==> src/rtl/nibble_serial_adder_pkg.sv <==
// Shared types and constants for the nibble-serial adder.
package nibble_serial_adder_pkg;

  localparam int NIBBLE_W = 4;

  typedef enum logic [1:0] {
    IDLE = 2'd0,
    ADD  = 2'd1,
    DONE = 2'd2
  } state_t;

endpackage

==> src/rtl/nsa_add4.sv <==
// Combinational 4-bit ripple adder assembled from full-adder cells.
module nsa_add4
  import nibble_serial_adder_pkg::*;
(
  input  logic [NIBBLE_W-1:0] a,
  input  logic [NIBBLE_W-1:0] b,
  input  logic                cin,
  output logic [NIBBLE_W-1:0] s,
  output logic                cout
);

  logic [NIBBLE_W:0] c;

  assign c[0] = cin;

  // One full-adder cell per bit, carry rippling upward.
  for (genvar i = 0; i < NIBBLE_W; i++) begin : g_fa
    assign s[i]   = a[i] ^ b[i] ^ c[i];
    assign c[i+1] = (a[i] & b[i]) | (c[i] & (a[i] ^ b[i]));
  end

  assign cout = c[NIBBLE_W];

endmodule

==> src/rtl/nibble_serial_adder.sv <==
// Nibble-serial adder: one 4-bit adder reused over NIBBLES cycles, with a
// valid/ready handshake on both sides and an accumulate option (in_acc).
// Build option: define NIBBLE_SERIAL_ADDER_SAT_EN to saturate the sum to
// all-ones on final carry instead of wrapping.
//
// state | meaning
// IDLE  | waiting for operands, in_ready=1
// ADD   | adding nibble idx, one nibble per cycle
// DONE  | result presented, out_valid=1, held until out_ready
module nibble_serial_adder
  import nibble_serial_adder_pkg::*;
#(
  parameter int NIBBLES = 2,
  localparam int W = NIBBLE_W * NIBBLES
) (
  input  logic         clk,
  input  logic         rst_n,
  input  logic         in_valid,
  output logic         in_ready,
  input  logic [W-1:0] in_a,
  input  logic [W-1:0] in_b,
  input  logic         in_cin,
  input  logic         in_acc,
  output logic         out_valid,
  input  logic         out_ready,
  output logic [W-1:0] out_sum,
  output logic         out_cout
);

  localparam int IDX_W = (NIBBLES > 1) ? $clog2(NIBBLES) : 1;
  localparam logic [IDX_W-1:0] LAST_IDX = IDX_W'(NIBBLES - 1);

  state_t                             state;
  logic [NIBBLES-1:0][NIBBLE_W-1:0]   op_a;
  logic [NIBBLES-1:0][NIBBLE_W-1:0]   op_b;
  logic [NIBBLES-1:0][NIBBLE_W-1:0]   work;
  logic [NIBBLES-1:0][NIBBLE_W-1:0]   fin;
  logic [W-1:0]                       fin_w;
  logic [W-1:0]                       res;
  logic                               carry;
  logic                               cout_q;
  logic [IDX_W-1:0]                   idx;
  logic [NIBBLE_W-1:0]                add_s;
  logic                               add_c;

  nsa_add4 u_add4 (
    .a   (op_a[idx]),
    .b   (op_b[idx]),
    .cin (carry),
    .s   (add_s),
    .cout(add_c)
  );

  // Result as it will look once the current (last) nibble lands, with optional saturation.
  always_comb begin
    fin      = work;
    fin[idx] = add_s;
    fin_w    = fin;
`ifdef NIBBLE_SERIAL_ADDER_SAT_EN
    if (add_c) fin_w = '1;
`endif
  end

  // Handshake sequencing, nibble stepping and result capture.
  always_ff @(posedge clk) begin
    if (!rst_n) begin
      state  <= IDLE;
      op_a   <= '0;
      op_b   <= '0;
      work   <= '0;
      res    <= '0;
      carry  <= 1'b0;
      cout_q <= 1'b0;
      idx    <= '0;
    end else begin
      case (state)
        IDLE: begin
          if (in_valid) begin
            op_a  <= in_acc ? res : in_a;
            op_b  <= in_b;
            carry <= in_cin;
            idx   <= '0;
            state <= ADD;
          end
        end
        ADD: begin
          work[idx] <= add_s;
          carry     <= add_c;
          idx       <= idx + 1'b1;
          if (idx == LAST_IDX) begin
            // res doubles as the accumulate source, so it only moves here.
            res    <= fin_w;
            cout_q <= add_c;
            idx    <= '0;
            state  <= DONE;
          end
        end
        DONE: begin
          if (out_ready) state <= IDLE;
        end
        default: state <= IDLE;
      endcase
    end
  end

  assign in_ready  = (state == IDLE);
  assign out_valid = (state == DONE);
  assign out_sum   = res;
  assign out_cout  = cout_q;

endmodule

==> config.mk <==
export PLATFORM = sky130hd
export DESIGN_NAME = nibble_serial_adder
export DESIGN_NICKNAME = d
export VERILOG_FILES = /design/src/rtl/nibble_serial_adder_pkg.sv /design/src/rtl/nsa_add4.sv /design/src/rtl/nibble_serial_adder.sv
export SDC_FILE = /design/constraint.sdc
export NUM_CORES = 1
export LEC_CHECK = 0
export CAP_MARGIN = 20
export CORE_ASPECT_RATIO = 0.75
export CORE_MARGIN = 4
export CORE_UTILIZATION = 56
export CTS_BUF_LIST = sky130_fd_sc_hd__clkbuf_4
export DETAILED_ROUTE_END_ITERATION = 8
export GPL_TIMING_DRIVEN = 0
export PLACE_DENSITY = 0.95
export SLEW_MARGIN = 25
export SYNTH_ARGS = -nofsm -noshare
export SYNTH_HDL_FRONTEND = slang
export SYNTH_SLANG_ARGS = --single-unit
==> constraint.sdc <==
create_clock -name clk -period 7.1 [get_ports clk]
set_input_delay 1.065 -clock clk [delete_from_list [all_inputs] [get_ports clk]]
set_output_delay 1.065 -clock clk [all_outputs]
set_load 0.05 [all_outputs]
==> flow_metrics.tcl <==
set metrics [dict create \
    status "completed" \
    yosysSeqAreaShare 0.416 \
    maxSlewViolCount 0 \
    dpl.hpwl_um 2640 \
    crit_fanout 10 \
    cts_buffers 5 \
    setup_viol 0 \
    cts_tree "done" \
    path_common_cell "fa_1" \
    cp_top_family "adder cells" \
    fin_cells 228 \
    clk_pin_slew_ns 0.11 \
    maxCapViolCount 0 \
    holdCritPathClass "reg2reg" \
    wl_per_cell_um 15.2 \
    cts_num_sinks 33 \
    hold_viol 0 \
    vias 1225 \
    syn_nets 179 \
    timing.critical_path.buf_inv 4 \
    vdd_drop_max_mv 0.145 \
    r2r_slack_ns 4.19 \
    yosys.area.top_type_share 0.416 \
    crit_type "reg2reg" \
    htreeDepth 2 \
    grt_antenna_before_repair 0 \
    num_rows 16 \
    ys_warn_count 0 \
    p_clk_frac 0.268 \
    portBuffers 31 \
    p_per_area_nw_per_um2 198 \
    clock_latency_ns 0.34 \
    grt_max_degree 11 \
    drive_above_1_share 0.120 \
    pwr-share-seq 0.515 \
    ctsResizeCount 0 \
    area_growth_pct 25.9 \
    ant_nets 0 \
    rr_worst_depth 11 \
    yosys.area.top_type "dfxtp_1" \
    synth-edff-count 0 \
    vias_per_cell 5.37 \
    critPathMaxStageDelay_ns 0.43 \
    start_kind "register" \
    crit_arrival_ns 3.20 \
    first_pass_iters 4 \
    place.gp.congestion 0.855 \
    drcViolationCount 0 \
    internal_power_mw 0.283 \
    holdPathStages 2 \
    worst_slew_pin_slew_ns 0.505 \
    nFillCells 195 \
    crit_required_ns 7.38 \
    p_switching_mw 0.113 \
    dieArea_sq_um 3760 \
    clockRootBuffer "clkbuf_4" \
    synth_cells 153 \
    clock_skew_ns 0.00926 \
    yosys_register_bits 33 \
    cp_slowest_cell "fa_1" \
    die_h_um 54.1 \
    p_total_mw 0.396 \
    die-width_um 69.5 \
    synthesis.area_sq_um 1590 \
    finalSetupTns_ns 0 \
    fmax_ghz 0.344 \
    dp.cells 220 \
    drtIter0Drc 58 \
    crit_path_end_kind "register" \
    synth.avg_cell_area_sq_um 10.4 \
    path_cells "buf_2 > mux2i_1 > fa_1 > inv_1 > fa_1 > fa_1 > inv_1 > fa_1 > inv_1 > o21ai_0 > nor2_1" \
    switching_share 0.286 \
    synth_flop_cell "dfxtp_1" \
    period_share 0.410 \
    path_depth 11 \
    synthTopCellsByArea "dfxtp_1 42%, mux2i_1 15%, o211a_1 6.9%" \
    max_slew_margin 0.662 \
    grt_pass1_vias 1222 \
    coreArea_sq_um 2660 \
    cts.path.max_buffers 2 \
    pwr-share-comb 0.217 \
    grt_usage 0.204 \
    cts_setup_buffers 0 \
    ys_types 26 \
    cellLeakagePower_nw 0.898 \
    rsz0062_at_grt "no" \
    num-nets-final 217 \
    grt_pass1_wl_um 5730 \
    holdBufCountCts 0 \
    io_pins 33 \
    ys_async_sr_fraction 0 \
    fin_crit_ns 2.91 \
    routed_wl_um 3460 \
    start_util 0.596 \
    synthTopCellsByCount "33 x dfxtp_1, 24 x nand2_1, 23 x mux2i_1, 13 x nor2b_1, 11 x o211a_1" \
    diodes 0 \
    overflow 0 \
    yosys.cell_count.top_type "dfxtp_1" \
]
[path summary, 6_finish.rpt]
check / from / to
setup / recovery: idx / out_sum[7]
hold / removal: work[0] / out_sum[0]
setup reg to reg: idx / out_sum[7]
hold reg to reg: work[0] / out_sum[0]
[cell usage in the layout (no fill, tap or decap)]
cell type / instances
and3b_2: 1
o21a_1: 1
buf_4: 1
nor2b_1: 13
clkinv_2: 2
clkbuf_1: 3
fa_1: 4
dfxtp_1: 33
buf_2: 2
buf_6: 2
clkdlybuf4s50_1: 31
mux2_2: 4
clkbuf_2: 1
nor2_1: 5
nand2_1: 24
buf_12: 2
nor3b_2: 1
a21boi_0: 6
o211a_1: 11
mux2i_1: 23
a21oi_1: 1
o21ai_0: 2
nand3b_1: 2
clkbuf_4: 6
o21bai_1: 1
inv_1: 7
a221oi_1: 1
nor3b_1: 1
nor3b_4: 1
[sequential cells by signal, indices dropped and copies added (netlist names)]
name	flops
out_cout	1
state	2
out_sum	8
work	4
op_a	8
idx	1
carry	1
op_b	8
[worst reg2reg max path: cells and delay by family (launching register included)]
family	cells	cell delay, ns
AND/OR/NAND/NOR	1	0.11
multiplexers	1	0.29
AO/OA/AOI/OAI	1	0.08
adder cells (fa/ha/maj)	4	1.41
buffers and inverters	4	0.53
flip-flops	1	0.42
[power groups by stage]
stage	sequential [mW]	combinational, mW	clock, mW
4_1_cts	0.204	0.0860	0.108
3_5_place_dp	0.208	0.0857	0
6_report	0.204	0.0858	0.106
5_1_grt	0.205	0.0939	0.114
2_1_floorplan	0.210	0.0550	0
3_3_place_gp	0.207	0.0816	0
[cell type report]
| type | instances | area [sq um] | share of cell area |
|---|---|---|---|
| inverters | 7 | 26.3 | 0.0132 |
| multi-input cells | 102 | 803 | 0.402 |
| clock buffers | 6 | 45.0 | 0.0226 |
| plain buffers | 11 | 96.3 | 0.0482 |
| clock inverters | 2 | 10.0 | 0.00501 |
| well taps | 36 | 45.0 | 0.0226 |
| repair buffers | 31 | 310 | 0.155 |
| flip-flops and latches | 33 | 661 | 0.331 |
[cells by family after synthesis]
kind of cell,share of synthesized area
and+or+nand+nor,0.160
AOI/OAI and AO/OA,0.122
adders and majority gates,0.0505
buffers and inverters,0.0773
muxes,0.173
DFF,0.416
[per-stage QoR]
| stage | util | instance area [sq um] | hold WS (ns) | setup slack [ns] |
|---|---|---|---|---|
| final | 0.750 | 2000 | 0.479 | 4.19 |
| after global routing | 0.750 | 2000 | 0.492 | 3.99 |
| after CTS | 0.750 | 2000 | 0.482 | 4.19 |
| after detailed placement | 0.729 | 1940 | 0.468 | 4.22 |
| after global placement | 0.729 | 1940 | 0.452 | 4.29 |
| after floorplan | - | 1590 | 0.440 | 4.52 |
[routing by layer]
layer / vias to the layer above / GRT usage / share of wire
met5: - / 0 / 0
li1: 595 / - / -
met2: 41 / 0.350 / 0.47
met4: 0 / 0.0909 / 0.021
met3: 9 / 0.0858 / 0.071
met1: 580 / 0.229 / 0.44
No activity file was read; power rests on OpenSTA's default activity.
